### src/rtl/rsa_bridge_pkg.sv
// Shared definitions for the RSA FIFO bridge: FSM encoding, word width and a
// constant clog2 helper usable in port and parameter declarations.
package rsa_bridge_pkg;

  localparam int WORD_W = 32;

  typedef enum logic [2:0] {
    ST_IDLE    = 3'd0,
    ST_LOAD    = 3'd1,
    ST_ISSUE   = 3'd2,
    ST_COLLECT = 3'd3,
    ST_UNLOAD  = 3'd4,
    ST_DONE    = 3'd5,
    ST_REARM   = 3'd6
  } state_e;

  function automatic int clog2(input int value);
    int r;
    r = 0;
    while ((1 << r) < value) begin
      r = r + 1;
    end
    return r;
  endfunction

endpackage

### src/rtl/rsa_word_unpacker.sv
// Holds one K-bit result and pushes it to the backward FIFO one 32-bit word
// per accepted handshake, least-significant word first.
module rsa_word_unpacker
  import rsa_bridge_pkg::*;
#(
  parameter int K = 128
) (
  input  logic              HCLK,
  input  logic              HRESETn,
  input  logic              load,
  input  logic [K-1:0]      load_dat,
  output logic              bwr_vld,
  input  logic              bwr_rdy,
  output logic [WORD_W-1:0] bwr_dat,
  output logic              last_push
);

  localparam int W   = K / WORD_W;
  localparam int WCW = clog2(W) + 1;

  logic [K-1:0]   unpack_r;
  logic [WCW-1:0] word_cnt_r;
  logic           bwr_vld_r;
  logic           push_s;
  logic           last_word_s;

  assign push_s      = bwr_vld_r & bwr_rdy;
  assign last_word_s = (word_cnt_r == WCW'(W - 1));
  assign last_push   = push_s & last_word_s;
  assign bwr_vld     = bwr_vld_r;
  assign bwr_dat     = unpack_r[WORD_W-1:0];

  // Result register shifts down one word per push so the next word sits at the output.
  always_ff @(posedge HCLK or negedge HRESETn) begin
    if (!HRESETn) begin
      unpack_r   <= '0;
      word_cnt_r <= '0;
      bwr_vld_r  <= 1'b0;
    end else if (load) begin
      unpack_r   <= load_dat;
      word_cnt_r <= '0;
      bwr_vld_r  <= 1'b1;
    end else if (push_s) begin
      unpack_r   <= unpack_r >> WORD_W;
      word_cnt_r <= word_cnt_r + WCW'(1);
      bwr_vld_r  <= ~last_word_s;
    end else begin
      unpack_r   <= unpack_r;
      word_cnt_r <= word_cnt_r;
      bwr_vld_r  <= bwr_vld_r;
    end
  end

endmodule

### src/rtl/rsa_fifo_bridge.sv
// Packs forward-FIFO words into K-bit operands for the RSA core, and returns
// the core's results word by word to the backward FIFO.
module rsa_fifo_bridge
  import rsa_bridge_pkg::*;
#(
  parameter int K    = 128,
  parameter int N    = 16,
  parameter int NRES = 4
) (
  input  logic                HCLK,
  input  logic                HRESETn,
  input  logic                rsa_start,
  output logic                rsa_finish,
  input  logic                frd_vld,
  output logic                frd_rdy,
  input  logic [WORD_W-1:0]   frd_dat,
  output logic                bwr_vld,
  input  logic                bwr_rdy,
  output logic [WORD_W-1:0]   bwr_dat,
  output logic                op_vld,
  input  logic                op_rdy,
  output logic [K-1:0]        op_dat,
  output logic [clog2(N)-1:0] op_idx,
  output logic                op_last,
  input  logic                res_vld,
  output logic                res_rdy,
  input  logic [K-1:0]        res_dat,
  output logic                busy
);

  localparam int W   = K / WORD_W;
  localparam int WCW = clog2(W) + 1;
  localparam int OCW = clog2(N) + 1;
  localparam int RCW = clog2(NRES) + 1;
  localparam int IW  = clog2(N);

  state_e         state_r, state_nxt_s;
  logic [WCW-1:0] word_cnt_r;
  logic [OCW-1:0] op_cnt_r;
  logic [RCW-1:0] res_cnt_r;
  logic [K-1:0]   pack_r;
  logic           frd_rdy_r, op_vld_r, op_last_r, res_rdy_r, busy_r, rsa_finish_r;
  logic [IW-1:0]  op_idx_r;
  logic           pop_s, op_acc_s, res_acc_s, last_push_s;

  assign pop_s     = frd_rdy_r & frd_vld;
  assign op_acc_s  = op_vld_r & op_rdy;
  assign res_acc_s = res_rdy_r & res_vld;

  assign frd_rdy    = frd_rdy_r;
  assign op_vld     = op_vld_r;
  assign op_dat     = pack_r;
  assign op_idx     = op_idx_r;
  assign op_last    = op_last_r;
  assign res_rdy    = res_rdy_r;
  assign busy       = busy_r;
  assign rsa_finish = rsa_finish_r;

  rsa_word_unpacker #(.K(K)) u_unpacker (
    .HCLK      (HCLK),
    .HRESETn   (HRESETn),
    .load      (res_acc_s),
    .load_dat  (res_dat),
    .bwr_vld   (bwr_vld),
    .bwr_rdy   (bwr_rdy),
    .bwr_dat   (bwr_dat),
    .last_push (last_push_s)
  );

  // State register.
  always_ff @(posedge HCLK or negedge HRESETn) begin
    if (!HRESETn) begin
      state_r <= ST_IDLE;
    end else begin
      state_r <= state_nxt_s;
    end
  end

  // Next-state decode; counter compares use pre-increment values.
  always_comb begin
    state_nxt_s = state_r;
    case (state_r)
      ST_IDLE:    if (rsa_start) state_nxt_s = ST_LOAD; else state_nxt_s = ST_IDLE;
      ST_LOAD:    if (pop_s && (word_cnt_r == WCW'(W - 1))) state_nxt_s = ST_ISSUE;
                  else state_nxt_s = ST_LOAD;
      ST_ISSUE:   if (!op_acc_s) state_nxt_s = ST_ISSUE;
                  else if (op_cnt_r < OCW'(N - 1)) state_nxt_s = ST_LOAD;
                  else state_nxt_s = ST_COLLECT;
      ST_COLLECT: if (res_acc_s) state_nxt_s = ST_UNLOAD; else state_nxt_s = ST_COLLECT;
      ST_UNLOAD:  if (!last_push_s) state_nxt_s = ST_UNLOAD;
                  else if (res_cnt_r < RCW'(NRES - 1)) state_nxt_s = ST_COLLECT;
                  else state_nxt_s = ST_DONE;
      ST_DONE:    state_nxt_s = ST_REARM;
      ST_REARM:   if (!rsa_start) state_nxt_s = ST_IDLE; else state_nxt_s = ST_REARM;
      default:    state_nxt_s = ST_IDLE;
    endcase
  end

  // Job counters.
  always_ff @(posedge HCLK or negedge HRESETn) begin
    if (!HRESETn) begin
      word_cnt_r <= '0;
      op_cnt_r   <= '0;
      res_cnt_r  <= '0;
    end else begin
      case (state_r)
        ST_IDLE: if (rsa_start) begin
          word_cnt_r <= '0;
          op_cnt_r   <= '0;
          res_cnt_r  <= '0;
        end
        ST_LOAD: if (pop_s) word_cnt_r <= word_cnt_r + WCW'(1);
        ST_ISSUE: if (op_acc_s) begin
          op_cnt_r   <= op_cnt_r + OCW'(1);
          word_cnt_r <= '0;
        end
        ST_UNLOAD: if (last_push_s) res_cnt_r <= res_cnt_r + RCW'(1);
        default: word_cnt_r <= word_cnt_r;
      endcase
    end
  end

  // Packing register doubles as the operand output; word j lands in bits [32j+31:32j].
  always_ff @(posedge HCLK or negedge HRESETn) begin
    if (!HRESETn) begin
      pack_r <= '0;
    end else begin
      for (int j = 0; j < W; j++) begin
        if (pop_s && (word_cnt_r == WCW'(j))) pack_r[WORD_W*j +: WORD_W] <= frd_dat;
      end
    end
  end

  // Outputs are registered from the next state so they line up with it.
  always_ff @(posedge HCLK or negedge HRESETn) begin
    if (!HRESETn) begin
      frd_rdy_r    <= 1'b0;
      op_vld_r     <= 1'b0;
      op_idx_r     <= '0;
      op_last_r    <= 1'b0;
      res_rdy_r    <= 1'b0;
      busy_r       <= 1'b0;
      rsa_finish_r <= 1'b0;
    end else begin
      frd_rdy_r    <= (state_nxt_s == ST_LOAD);
      op_vld_r     <= (state_nxt_s == ST_ISSUE);
      op_idx_r     <= (state_nxt_s == ST_ISSUE) ? op_cnt_r[IW-1:0] : '0;
      op_last_r    <= (state_nxt_s == ST_ISSUE) && (op_cnt_r == OCW'(N - 1));
      res_rdy_r    <= (state_nxt_s == ST_COLLECT);
      busy_r       <= (state_nxt_s != ST_IDLE) && (state_nxt_s != ST_REARM);
      rsa_finish_r <= (state_nxt_s == ST_DONE);
    end
  end

endmodule

### config.mk
export PLATFORM = sky130hd
export DESIGN_NAME = rsa_fifo_bridge
export DESIGN_NICKNAME = d
export VERILOG_FILES = /design/src/rtl/rsa_bridge_pkg.sv /design/src/rtl/rsa_word_unpacker.sv /design/src/rtl/rsa_fifo_bridge.sv
export SDC_FILE = /design/constraint.sdc
export NUM_CORES = 1
export LEC_CHECK = 0
export BUFFER_PORTS_ARGS = -buffer_cell sky130_fd_sc_hd__buf_2
export CORE_ASPECT_RATIO = 1.75
export CORE_MARGIN = 2
export CORE_UTILIZATION = 41
export CTS_BUF_LIST = sky130_fd_sc_hd__clkbuf_8
export CTS_CLUSTER_SIZE = 12
export DETAILED_ROUTE_END_ITERATION = 10
export PLACE_DENSITY = 0.65
export SLEW_MARGIN = 20
export SYNTH_ARGS = -nofsm -noshare
export SYNTH_HDL_FRONTEND = slang
export SYNTH_SLANG_ARGS = --single-unit
export TNS_END_PERCENT = 50
### constraint.sdc
create_clock -name HCLK -period 4.1 [get_ports HCLK]
set_input_delay 0.615 -clock HCLK [delete_from_list [all_inputs] [get_ports HCLK]]
set_output_delay 0.615 -clock HCLK [all_outputs]
set_load 0.01 [all_outputs]
# Word-level counts from Yosys, hierarchy flattened
# Index checks and enable logic that the tools add are counted.
dict set report totals {
  in_bits 167
  reg_bits 284
  out_inout_bits 171
  wordCells 91
}
dict set report op_classes {
  addsub 4
  order_cmp 2
  n_bitwise 6
  n_eq_ne 20
  mux 25
  reduce_logical 16
}
# operator count
set op_table {}
lappend op_table {{$mux 128} 2}
lappend op_table {{$mux 3} 10}
lappend op_table {{$eq 3x2->1 const B} 7}
lappend op_table {{$pmux 3 s7} 1}
lappend op_table {{$eq 3x3->1 const B} 4}
lappend op_table {{$mux 5} 2}
lappend op_table {{$pmux 5 s2} 1}
lappend op_table {{$add 3x1->3 const B} 3}
lappend op_table {{$eq 3x1->1 const B} 3}
lappend op_table {{$pmux 3 s3} 1}
lappend op_table {{$ne 2x2->1 const B} 4}
lappend op_table {{$logic_and 1x1->1} 6}
lappend op_table {{$logic_not 3->1} 2}
lappend op_table {{$mux 2} 3}
lappend op_table {{$pmux 3 s2} 1}
lappend op_table {{$reduce_and 3->1} 2}
lappend op_table {{$reduce_bool 2->1} 3}
lappend op_table {{$reduce_bool 3->1} 2}
lappend op_table {{$add 5x1->5 const B} 1}
lappend op_table {{$and 1x1->1} 5}
lappend op_table {{$eq 5x4->1 const B} 1}
lappend op_table {{$lt 5x4->1 const B} 1}
lappend op_table {{$mux 4} 1}
lappend op_table {{$reduce_and 4->1} 1}
lappend op_table {{other kinds (4)} 6}

# Logic depth before layout (Yosys ltp)
# Gate-level depths: netlist (run 1).
dict set report depth {
  word_depth 6
  ltp_mapped 7
  ltp_nobuf 7
}

# Cells and area by module
# Synthesis (run 1) repeated with hierarchy kept, for this count alone.
dict set report hier_totals {
  hier_cells 1123
  hier_area_um2 13123.8
}
# module instances area_per_inst_um2 seq_area_each_um2 cells_per_inst
set by_module_without_submodules {}
lappend by_module_without_submodules {rsa_word_unpacker 1 7083.0 3303.2 736}
lappend by_module_without_submodules {rsa_fifo_bridge 1 6040.8 3803.6 387}

# Worst setup path after synthesis (run 1)
# OpenSTA, ideal clock, no wires.
dict set report synth_path {
  kind {input -> register}
  startpoint {in res_vld}
  endpoint {reg busy_r, in the netlist busy}
  setup_time_ps 143
  n_path_buf 2
  stages 6
  arrival_time_ps 1684
  slack_ps 2273
  required_time_ps 3957
  cell_sequence {and2_1 > buf_4 > buf_6 > a21oi_1 > a2111oi_4 > o211ai_2}
}
dict set report synth_between {
  elab_chain_cells 5
  word_cells_on_any_way 6
  classes_between {eq/ne: 1; mux: 2; bitwise: 1; reduce/logical: 2}
}
# element line
set synth_lines {}
lappend synth_lines {{from (decl)} rsa_fifo_bridge.sv:25} ;# input logic res_vld,
lappend synth_lines {{$and 1x1->1 (*)} rsa_fifo_bridge.sv:48} ;# assign res_acc_s = res_rdy_r & res_vld;
lappend synth_lines {{$mux 3 (*)} rsa_fifo_bridge.sv:89} ;# ST_COLLECT: if (res_acc_s) state_nxt_s = ST_UNLOAD; else state_nxt_s = ST_COLLECT;
lappend synth_lines {{$pmux 3 s7 (*)} rsa_fifo_bridge.sv:82} ;# case (state_r)
lappend synth_lines {{via state_nxt_s[2]} rsa_fifo_bridge.sv:37} ;# state_e state_r, state_nxt_s;
lappend synth_lines {{$ne 3x3->1 / $reduce_bool 3->1 (equally long branches)} rsa_fifo_bridge.sv:150} ;# busy_r <= (state_nxt_s != ST_IDLE) && (state_nxt_s != ST_REARM);
lappend synth_lines {{$logic_and 1x1->1 (*)} rsa_fifo_bridge.sv:150}
lappend synth_lines {{to (signal assigned)} rsa_fifo_bridge.sv:150}
lappend synth_lines {{to (decl)} rsa_fifo_bridge.sv:42} ;# logic frd_rdy_r, op_vld_r, op_last_r, res_rdy_r, busy_r, rsa_finish_r;
# Mark *: on every way through the listed nets, which the timed path passes. The rest lies on a longest branch.
# A chain may end at the register's enable or synchronous reset.

# Final worst setup path (run 1)
dict set report layout_path {
  startpoint {reg res_rdy_r, in the netlist res_rdy}
  endpoint {reg busy_r, in the netlist busy}
}
dict set report layout_between {
  elab_chain_cells 5
  word_cells_on_any_way 6
  classes_between {eq/ne: 1; mux: 2; bitwise: 1; reduce/logical: 2}
}
# element line
set layout_lines {}
lappend layout_lines {{from (decl)} rsa_fifo_bridge.sv:42}
lappend layout_lines {{from (signal assigned)} rsa_fifo_bridge.sv:149} ;# res_rdy_r <= (state_nxt_s == ST_COLLECT);
lappend layout_lines {{$and 1x1->1 (*)} rsa_fifo_bridge.sv:48}
lappend layout_lines {{$mux 3 (*)} rsa_fifo_bridge.sv:89}
lappend layout_lines {{$pmux 3 s7 (*)} rsa_fifo_bridge.sv:82}
lappend layout_lines {{via state_nxt_s[2]} rsa_fifo_bridge.sv:37}
lappend layout_lines {{$ne 3x3->1 / $reduce_bool 3->1 (equally long branches)} rsa_fifo_bridge.sv:150}
lappend layout_lines {{$logic_and 1x1->1 (*)} rsa_fifo_bridge.sv:150}
# Marks and branches as above.

==> results.toml, run 1 <==
[status]
status = "finished, final reports clean"

[global_routing]
overflow = 0
maximum_number_of_pins_on_one_net_before_global_route_repair = 147
antenna_found_initial = 2
grt_pass1_vias = 8706
grt_util_all_layers = 0.1869
grt_first_pass_wirelength_mm = 45.86

[clock_network]
cts_setup_buffers = 0
clkLatencyLatePin_ns = 0.58
cts_hold_buf = 0
clk_pin_slew_ns = 0.06
clockRootBuffer = "sky130_fd_sc_hd__clkbuf_8"
cts.sinks = 284
ctsResizeCount = 0
tritoncts = "built"
htree_num_levels = 2
clock_tree.buffer_depth = 3
numCtsBuffers = 43

[synth]
async_reset_ff_frac = 1.000
synth_seq_area_share = 0.5957
post-synth-top-count-cell = "sky130_fd_sc_hd__dfrtp_1"
syn-cell-area_sq_um = 11930
synth_top_cell_area_share = 0.5957
yosysWarningCount = 0
synthTopCellsByArea = "sky130_fd_sc_hd__dfrtp_1 (60%), sky130_fd_sc_hd__mux2_2 (12%), sky130_fd_sc_hd__mux2i_1 (8.1%)"
netlist-cell-type-count = 49
syn_area_cell_sq_um = 12.76
yosysTopAreaCell = "sky130_fd_sc_hd__dfrtp_1"
yosys-top-cells-count = "sky130_fd_sc_hd__dfrtp_1 (284), sky130_fd_sc_hd__mux2_2 (130), sky130_fd_sc_hd__nand2_1 (107)"
number_of_flip_flops_and_latches_in_the_synthesized_netlist = 284
synth_edf_count = 0
ys.flop_type = "sky130_fd_sc_hd__dfrtp_1"
synth_fp_nets = 1112
post_synth_inst_count = 935

[worst_setup_path]
critical_path.top_delay_family = "compound AO/OA/AOI/OAI gates"
startpoint = "res_rdy"
highest_delay_cell_along_the_critical_path = "sky130_fd_sc_hd__and2_4"
reg2reg_from = "res_rdy"
critical_path_peak_fanout = 88
timing.critical_path.to_type = "flop"
path_cells = "and2_4, a21oi_1, a2111oi_4, o211ai_2"
cp_data_arrival_time_ns = 2.70
worst-setup-path-type = "flop to flop"
cp_num_buf_inv = 0
crit_required_ns = 4.53
crit_path_max_incr_delay_ns = 0.69
start_kind = "flop"

[placed_design]
routabilityCongestion = 0.7882
placement.io_buffers = 337
place_worst_setup_slack_ns = 1.540
detailedPlacementHpwl_mm = 19.46

[floorplanning]
floorplan.die.height_um = 229.7
core-area_sq_um = 28630
dieWidth_um = 132.9
die_area_sq_um = 30530
floorplan.rows = 82
start_util = 0.4168
num_io_pins = 338

[timing]
rsz0062_at_grt = "false"
setup_viol_count_final = 0
timing.max_slew.rel_slack = 0.4297
finalCriticalPeriod_ns = 2.275
clock.fmax_mhz = 439.6
layout_setup_ws_ns = 1.825
totalNegativeSetupSlack_ns = 0
hold_violations = 0
timing.final.crit_share = 0.5548
slew_violations = 0
maximum_clock_skew_at_final_layout_ns = 0.02160
tightest_slew_ns = 0.8534

[detailed_routing]
route.antenna.remaining_nets = 0
routedWlPerCell_um = 17.28
drc_viols = 0
wirelength_mm = 28.53
route.detailed.vias_per_inst = 5.006
detail_route.first_pass.iterations = 4
drt-initial-drc-count = 335
dr_total_vias = 8265

[pwr]
ratio_of_total_power_to_cell_area_nw_per_um2 = 698.4
leakage_uw = 0.007473
ir_worst_vdd_uv = 441.1

[finish]
drive_above_1_share = 0.4331
area_growth_syn_to_layout_pct = 22.16
finalNetCount = 1416

[job]
cap_violations = 0

[min_path]
path_category_of_the_worst_min_delay_check = "primary input to asynchronous set/reset pin"
-- state kept, by name, summed over array words and instances, names as in the netlist --
name                   flops
op_dat                   128
u_unpacker.unpack_r      128
op_cnt_r                   5
op_idx                     4
res_cnt_r                  3
state_r                    3
u_unpacker.word_cnt_r      3
word_cnt_r                 3
busy                       1
frd_rdy                    1
op_last                    1
op_vld                     1
res_rdy                    1
rsa_finish                 1
u_unpacker.bwr_vld         1
-- worst paths after layout --
kind | endpoint | slack (ns) | depth (start not counted)
min reg2reg | op_dat[119] | 0.50 | 1
max in group asynchronous | u_unpacker.unpack_r[118] | 2.99 | 2
max reg2reg | busy | 1.83 | 4
min in group HCLK | u_unpacker.unpack_r[33] | 0.25 | 3
min | u_unpacker.unpack_r[1] | 0.11 | 1
max | busy | 1.83 | 4
-- logic make-up after synthesis --
kind of cell    share of synthesized area
mux                                0.2041
buf+inv                           0.04646
flops                              0.5957
simple gates                      0.05695
fa+ha+maj                         0.01049
compound gates                    0.08485
xor+xnor                         0.001469
-- cells in the final DEF (no fill, tap or decap), types with 10 or more instances in the layout --
cell	n
sky130_fd_sc_hd__a22o_1	32
sky130_fd_sc_hd__buf_2	336
sky130_fd_sc_hd__clkbuf_8	50
sky130_fd_sc_hd__dfrtp_1	284
sky130_fd_sc_hd__ha_1	10
sky130_fd_sc_hd__inv_1	31
sky130_fd_sc_hd__mux2_2	130
sky130_fd_sc_hd__mux2i_1	97
sky130_fd_sc_hd__nand2_1	106
sky130_fd_sc_hd__nor2_1	10
sky130_fd_sc_hd__o21ai_0	103
-- layer usage --
metal | vias to the layer above | share of wire | track usage
met5 | - | 0 | 0
li1 | 3869 | - | -
met1 | 4043 | 0.39 | 0.2159
met3 | 56 | 0.078 | 0.05401
met2 | 297 | 0.50 | 0.3250
met4 | 0 | 0.032 | 0.07426
-- report_power, final --
part           switching [uW]  internal, uW  total (uW)
sequential                624          3930        4560
clock                    1090          1170        2270
combinational            1700          1650        3350
-- stage by stage --
step           total power (uW)    util  area, sq um  instances  hold slack (ns)
2_1_floorplan              6698       -        11930        935           0.3194
3_3_place_gp               7870  0.4800        13740       1572           0.4622
3_5_place_dp               8002  0.4800        13740       1572           0.4814
4_1_cts                   10320  0.5089        14570       1648           0.1232
5_1_grt                   10840  0.5090        14570       1649           0.1553
6_report                  10180  0.5091        14570       1651           0.1052
-- layout make-up --
class / instances / area, sq um
Timing Repair Buffer: 346 / 1814
Antenna cell: 3 / 7.507
Tap cell: 378 / 473.0
Inverter: 14 / 52.55
Fill cell: 2590 / 14050
Clock buffer: 50 / 688.2
Clock inverter: 26 / 138.9
Sequential cell: 284 / 7107
Multi-Input combinational cell: 550 / 4293
(Power assumes the default switching activity.)
==> inputs of run 2 (changes only) <==
--- a/config.mk
+++ b/config.mk
@@ -12,7 +12,7 @@
 export CTS_BUF_LIST = sky130_fd_sc_hd__clkbuf_8
 export CTS_CLUSTER_SIZE = 12
 export DETAILED_ROUTE_END_ITERATION = 10
-export PLACE_DENSITY = 0.65
+export PLACE_DENSITY = 0.68
 export SLEW_MARGIN = 20
 export SYNTH_ARGS = -nofsm -noshare
 export SYNTH_HDL_FRONTEND = slang
==> constraint.sdc (replaced) <==
create_clock -name HCLK -period 1.9 [get_ports HCLK]
set_input_delay 0.285 -clock HCLK [delete_from_list [all_inputs] [get_ports HCLK]]
set_output_delay 0.285 -clock HCLK [all_outputs]
set_load 0.01 [all_outputs]
==> results.toml, run 2 (synthesis gave the netlist of run 1 again) <==
[status]
status = "finished, final reports clean"

[floorplanning]
num_io_pins = 338
start_util = 0.4168
floorplan.die.height_um = 229.7
core-area_sq_um = 28630
dieWidth_um = 132.9
floorplan.rows = 82
die_area_sq_um = 30530

[detailed_routing]
routedWlPerCell_um = 17.58
drt-initial-drc-count = 341
route.detailed.vias_per_inst = 5.003
detail_route.first_pass.iterations = 4
dr_total_vias = 9150
wirelength_mm = 32.16
drc_viols = 0
route.antenna.remaining_nets = 0

[finish]
fillers = 2264
mostFrequentLayoutCell = "sky130_fd_sc_hd__buf_2"
area_growth_syn_to_layout_pct = 38.22
drive_above_1_share = 0.4055
most-common-layout-cells = "sky130_fd_sc_hd__buf_2 (336), sky130_fd_sc_hd__dfrtp_1 (281), sky130_fd_sc_hd__dlygate4sd3_1 (159)"
finalNetCount = 1603

[timing]
hold_violations = 0
tightest_slew_ns = 0.8595
maximum_clock_skew_at_final_layout_ns = 0.02140
setup_viol_count_final = 0
slew_violations = 0
timing.final.crit_share = 0.9603
clock.fmax_mhz = 548.1
final.hold.worst_slack_ns = 0.04332
timing.max_slew.rel_slack = 0.4257
finalCriticalPeriod_ns = 1.824
rsz0062_at_grt = "false"
totalNegativeSetupSlack_ns = 0

[worst_setup_path]
cp_data_arrival_time_ns = 2.26
critical_path_peak_fanout = 13
crit_required_ns = 2.34
crit_path_max_incr_delay_ns = 0.53
timing.critical_path.to_type = "flop"
path_cells = "or3b_2, o22ai_2, a211oi_4, buf_4, nor4_1"
start_kind = "flop"
worst-setup-path-type = "flop to flop"
highest_delay_cell_along_the_critical_path = "sky130_fd_sc_hd__or3b_2"

[global_routing]
overflow = 0
grt_first_pass_wirelength_mm = 52.02
grt_pass1_vias = 10168
grt_util_all_layers = 0.2115
antenna_found_initial = 1
maximum_number_of_pins_on_one_net_before_global_route_repair = 170

[pwr]
fin_total_pwr_uw = 23140
ratio_of_total_power_to_cell_area_nw_per_um2 = 1403
ir_worst_vdd_uv = 898.6
leakage_uw = 0.008289

[clock_network]
numCtsBuffers = 41
clkLatencyLatePin_ns = 0.55
cts.sinks = 284
clock_tree.buffer_depth = 3
tritoncts = "built"
htree_num_levels = 2
clockRootBuffer = "sky130_fd_sc_hd__clkbuf_8"
clk_pin_slew_ns = 0.06

[placed_design]
detailedPlacementHpwl_mm = 20.33
routabilityCongestion = 0.8387
placement.io_buffers = 337

[min_path]
path_category_of_the_worst_min_delay_check = "primary input to flop"

[job]
cap_violations = 0
==> run 2: cell types whose count changed in the layout (fill, tap and decap cells not counted), moves of 3 or more <==
cell	change
sky130_fd_sc_hd__dfrtp_1	-3
sky130_fd_sc_hd__buf_12	+7
sky130_fd_sc_hd__clkbuf_8	+3
sky130_fd_sc_hd__dlygate4sd3_1	+159
sky130_fd_sc_hd__buf_4	+23
sky130_fd_sc_hd__inv_1	-8
sky130_fd_sc_hd__dfrtp_2	+3
sky130_fd_sc_hd__clkinv_2	-3
==> run 2: worst max-delay path, delay by kind of cell (launching register included) <==
family | cells | cell delay, ns
flops | 1 | 0.49
simple gates | 2 | 0.79
compound gates | 2 | 0.25
buf+inv | 1 | 0.18
==> run 2: final timing paths <==
check / slack [ns] / endpoint / startpoint / cells after the start
max reg2reg: 0.08 / op_idx[3] / state_r[2] / 5
max in group asynchronous: 0.94 / op_dat[55] / HRESETn / 3
min in group asynchronous: 0.29 / u_unpacker.unpack_r[2] / HRESETn / 2
min: 0.04 / op_dat[63] / frd_dat[31] / 2
max: 0.08 / op_idx[3] / state_r[2] / 5
min reg2reg: 0.50 / op_dat[109] / op_dat[109] / 1
==> run 2: stage by stage <==
step	setup slack, ns	cell area (sq um)	utilization	cells
finish	0.07550	16490	0.5761	1829
detailed placement	0.004608	14010	0.4893	1596
floorplan	0.09815	11930	-	935
global placement	0.05399	14010	0.4893	1596
CTS	0.01046	16420	0.5736	1822
global route	0.002460	16490	0.5761	1829
==> run 2: final cells by class <==
class	instances	area, sq um	area share
Clock inverter	14	85.08	0.005160
Antenna cell	1	2.502	0.0001518
Inverter	14	52.55	0.003187
Sequential cell	284	7111	0.4312
Tap cell	378	473.0	0.02868
Multi-Input combinational cell	550	4318	0.2619
Clock buffer	53	729.5	0.04424
Timing Repair Buffer	535	3719	0.2255
==> run 2: per-layer routing <==
metal  vias up  wire length (um)  global-route usage
met5         -                 0                   0
met4         0              1362              0.1001
met3        96              2143             0.05445
met2       350             16500              0.3776
met1      4486             12160              0.2329
li1       4218                 -                   -
==> run 2: what timing repair did <==
| item | CTS | global route |
|---|---|---|
| hold endpoints to repair | 288 | 0 |
| buffers inserted | 0 | 6 |
| endpoints found under the setup margin | 1 | 8 |
| resized for setup | 1 | 8 |
| hold buffers | 159 | 0 |
| cloned | 0 | 0 |
==> run 2: where the power goes <==
part	switching [uW]	internal [uW]	leakage, uW
combinational	4070	4090	0.00419
clock	2270	2610	0.000456
sequential	1470	8620	0.00364
==> inputs of run 3 (changes only) <==
--- a/config.mk
+++ b/config.mk
@@ -13,6 +13,7 @@
 export CTS_CLUSTER_SIZE = 12
 export DETAILED_ROUTE_END_ITERATION = 10
 export PLACE_DENSITY = 0.68
+export RECOVER_POWER = 50
 export SLEW_MARGIN = 20
 export SYNTH_ARGS = -nofsm -noshare
 export SYNTH_HDL_FRONTEND = slang
==> results.toml, run 3 (synthesis gave the netlist of run 1 again) <==
[clock_network]
clockRootBuffer = "sky130_fd_sc_hd__clkbuf_8"
clkLatencyLatePin_ns = 0.55
clock_tree.buffer_depth = 3
tritoncts = "built"
numCtsBuffers = 41
clk_pin_slew_ns = 0.07
cts.sinks = 284
htree_num_levels = 2

[global_routing]
overflow = 0
grt_first_pass_wirelength_mm = 52.02
antenna_found_initial = 1
grt_pass1_vias = 10168
maximum_number_of_pins_on_one_net_before_global_route_repair = 170
grt_util_all_layers = 0.2115

[pwr]
ir_worst_vdd_uv = 873.7
leakage_uw = 0.007970
comb_power_share = 0.346
ratio_of_total_power_to_cell_area_nw_per_um2 = 1406
seq_power_share = 0.441
internal_power_of_the_cells_uw = 15100
clkPwrFrac = 0.213
netSwitchingFraction = 0.3413
power.net_switching_uw = 7824

[worst_setup_path]
start_kind = "flop"
highest_delay_cell_along_the_critical_path = "sky130_fd_sc_hd__or3b_2"
r2r.worst_path.cells = 5
crit_required_ns = 2.34
timing.critical_path.to_type = "flop"
crit_path_max_incr_delay_ns = 0.53
path_cells = "or3b_2, o22ai_2, a211oi_4, buf_4, nor4_1"
critical_path.top_delay_family = "simple AND/OR/NAND/NOR gates"
cp_data_arrival_time_ns = 2.26
critical_path_peak_fanout = 13
worst-setup-path-type = "flop to flop"
cp_num_buf_inv = 1
critical_path_cell_count = 5

[min_path]
path_category_of_the_worst_min_delay_check = "primary input to flop"
whs_path_depth = 2

[detailed_routing]
routedWlPerCell_um = 17.55
route.antenna.remaining_nets = 0
drt-initial-drc-count = 332
drc_viols = 0
wirelength_mm = 32.12
detail_route.first_pass.iterations = 4
dr_total_vias = 9205
route.detailed.vias_per_inst = 5.030

[floorplanning]
core-area_sq_um = 28630
start_util = 0.4168
num_io_pins = 338
floorplan.rows = 82
die_area_sq_um = 30530
dieWidth_um = 132.9
floorplan.die.height_um = 229.7

[job]
cap_violations = 0

[timing]
tightest_slew_ns = 0.9922
timing.final.crit_share = 0.9594
slew_violations = 0
maximum_clock_skew_at_final_layout_ns = 0.02177
timing.max_slew.rel_slack = 0.3385
totalNegativeSetupSlack_ns = 0
final.hold.worst_slack_ns = 0.04367
clock.fmax_mhz = 548.6
rsz0062_at_grt = "false"
hold_violations = 0
finalCriticalPeriod_ns = 1.823
setup_viol_count_final = 0

[status]
status = "finished, final reports clean"

[finish]
mostFrequentLayoutCell = "sky130_fd_sc_hd__dfrtp_1"
finalNonFillerCells = 1830
most-common-layout-cells = "sky130_fd_sc_hd__dfrtp_1 (281), sky130_fd_sc_hd__buf_2 (256), sky130_fd_sc_hd__dlygate4sd3_1 (159)"
layout.core_utilization = 0.5694
area_growth_syn_to_layout_pct = 36.62
fillers = 2329
drive_above_1_share = 0.3434
final_cell_area_sq_um = 16300
finalNetCount = 1603

[placed_design]
placement.io_buffers = 337
detailedPlacementHpwl_mm = 20.33
detailed_place.area_sq_um = 14010
routabilityCongestion = 0.8387
numPlacedInstances = 1596
-- run 3: worst paths after layout --
check / start / endpoint / slack (ns)
worst max-delay path: state_r[2] / op_idx[3] / 0.08
worst min-delay path: frd_dat[31] / op_dat[63] / 0.04
worst max register to register: state_r[2] / op_idx[3] / 0.08
worst min register to register: u_unpacker.unpack_r[111] / u_unpacker.unpack_r[111] / 0.50
max in group asynchronous: HRESETn / op_dat[81] / 0.29
min in group asynchronous: HRESETn / u_unpacker.unpack_r[2] / 0.46
-- run 3: repair_timing --
action,CTS,global route
hold buffers,159,0
setup buffers,0,6
gates resized for setup,1,8
hold endpoints to repair,288,0
gates cloned,0,0
setup endpoints to repair,1,8
-- run 3: power groups by stage --
stage,clock network [uW],logic [uW],registers (uW)
finish,4880,7930,10100
global route,5320,8660,10400
CTS,5070,7830,9830
detailed placement,0,7550,9890
global placement,0,7390,9790
floorplan,0,4150,10300
-- run 3: area by class of cell --
| cell class | instances | area (sq um) | area share |
|---|---|---|---|
| sequential | 284 | 7111 | 0.4362 |
| clock buffer | 53 | 729.5 | 0.04475 |
| multi-input combinational | 550 | 4318 | 0.2649 |
| tap | 378 | 473.0 | 0.02902 |
| timing repair buffer | 535 | 3526 | 0.2163 |
| clock inverter | 14 | 85.08 | 0.005220 |
| antenna | 2 | 5.005 | 0.0003071 |
| inverter | 14 | 52.55 | 0.003224 |
-- run 3: per-stage QoR --
| stage | total power [uW] | worst slack [ns] |
|---|---|---|
| 2_1_floorplan | 14450 | 0.09815 |
| 3_3_place_gp | 17170 | 0.05399 |
| 3_5_place_dp | 17450 | 0.004608 |
| 4_1_cts | 22730 | 0.01046 |
| 5_1_grt | 24400 | 0.002460 |
| 6_report | 22920 | 0.07710 |
-- run 3: layer usage --
layer  vias up  share of wire  track usage
met1      4537           0.38       0.2329
met5         -              0            0
li1       4221              -            -
met4         0          0.040       0.1001
met3        90          0.067      0.05445
met2       357           0.52       0.3776
-- run 3: worst register-to-register path, stage by stage, from the launching register on --
cell and delay [ns]:
sky130_fd_sc_hd__dfrtp_2 0.49, sky130_fd_sc_hd__or3b_2 0.54, sky130_fd_sc_hd__o22ai_2 0.20, sky130_fd_sc_hd__a211oi_4 0.05
sky130_fd_sc_hd__buf_4 0.18, sky130_fd_sc_hd__nor4_1 0.27
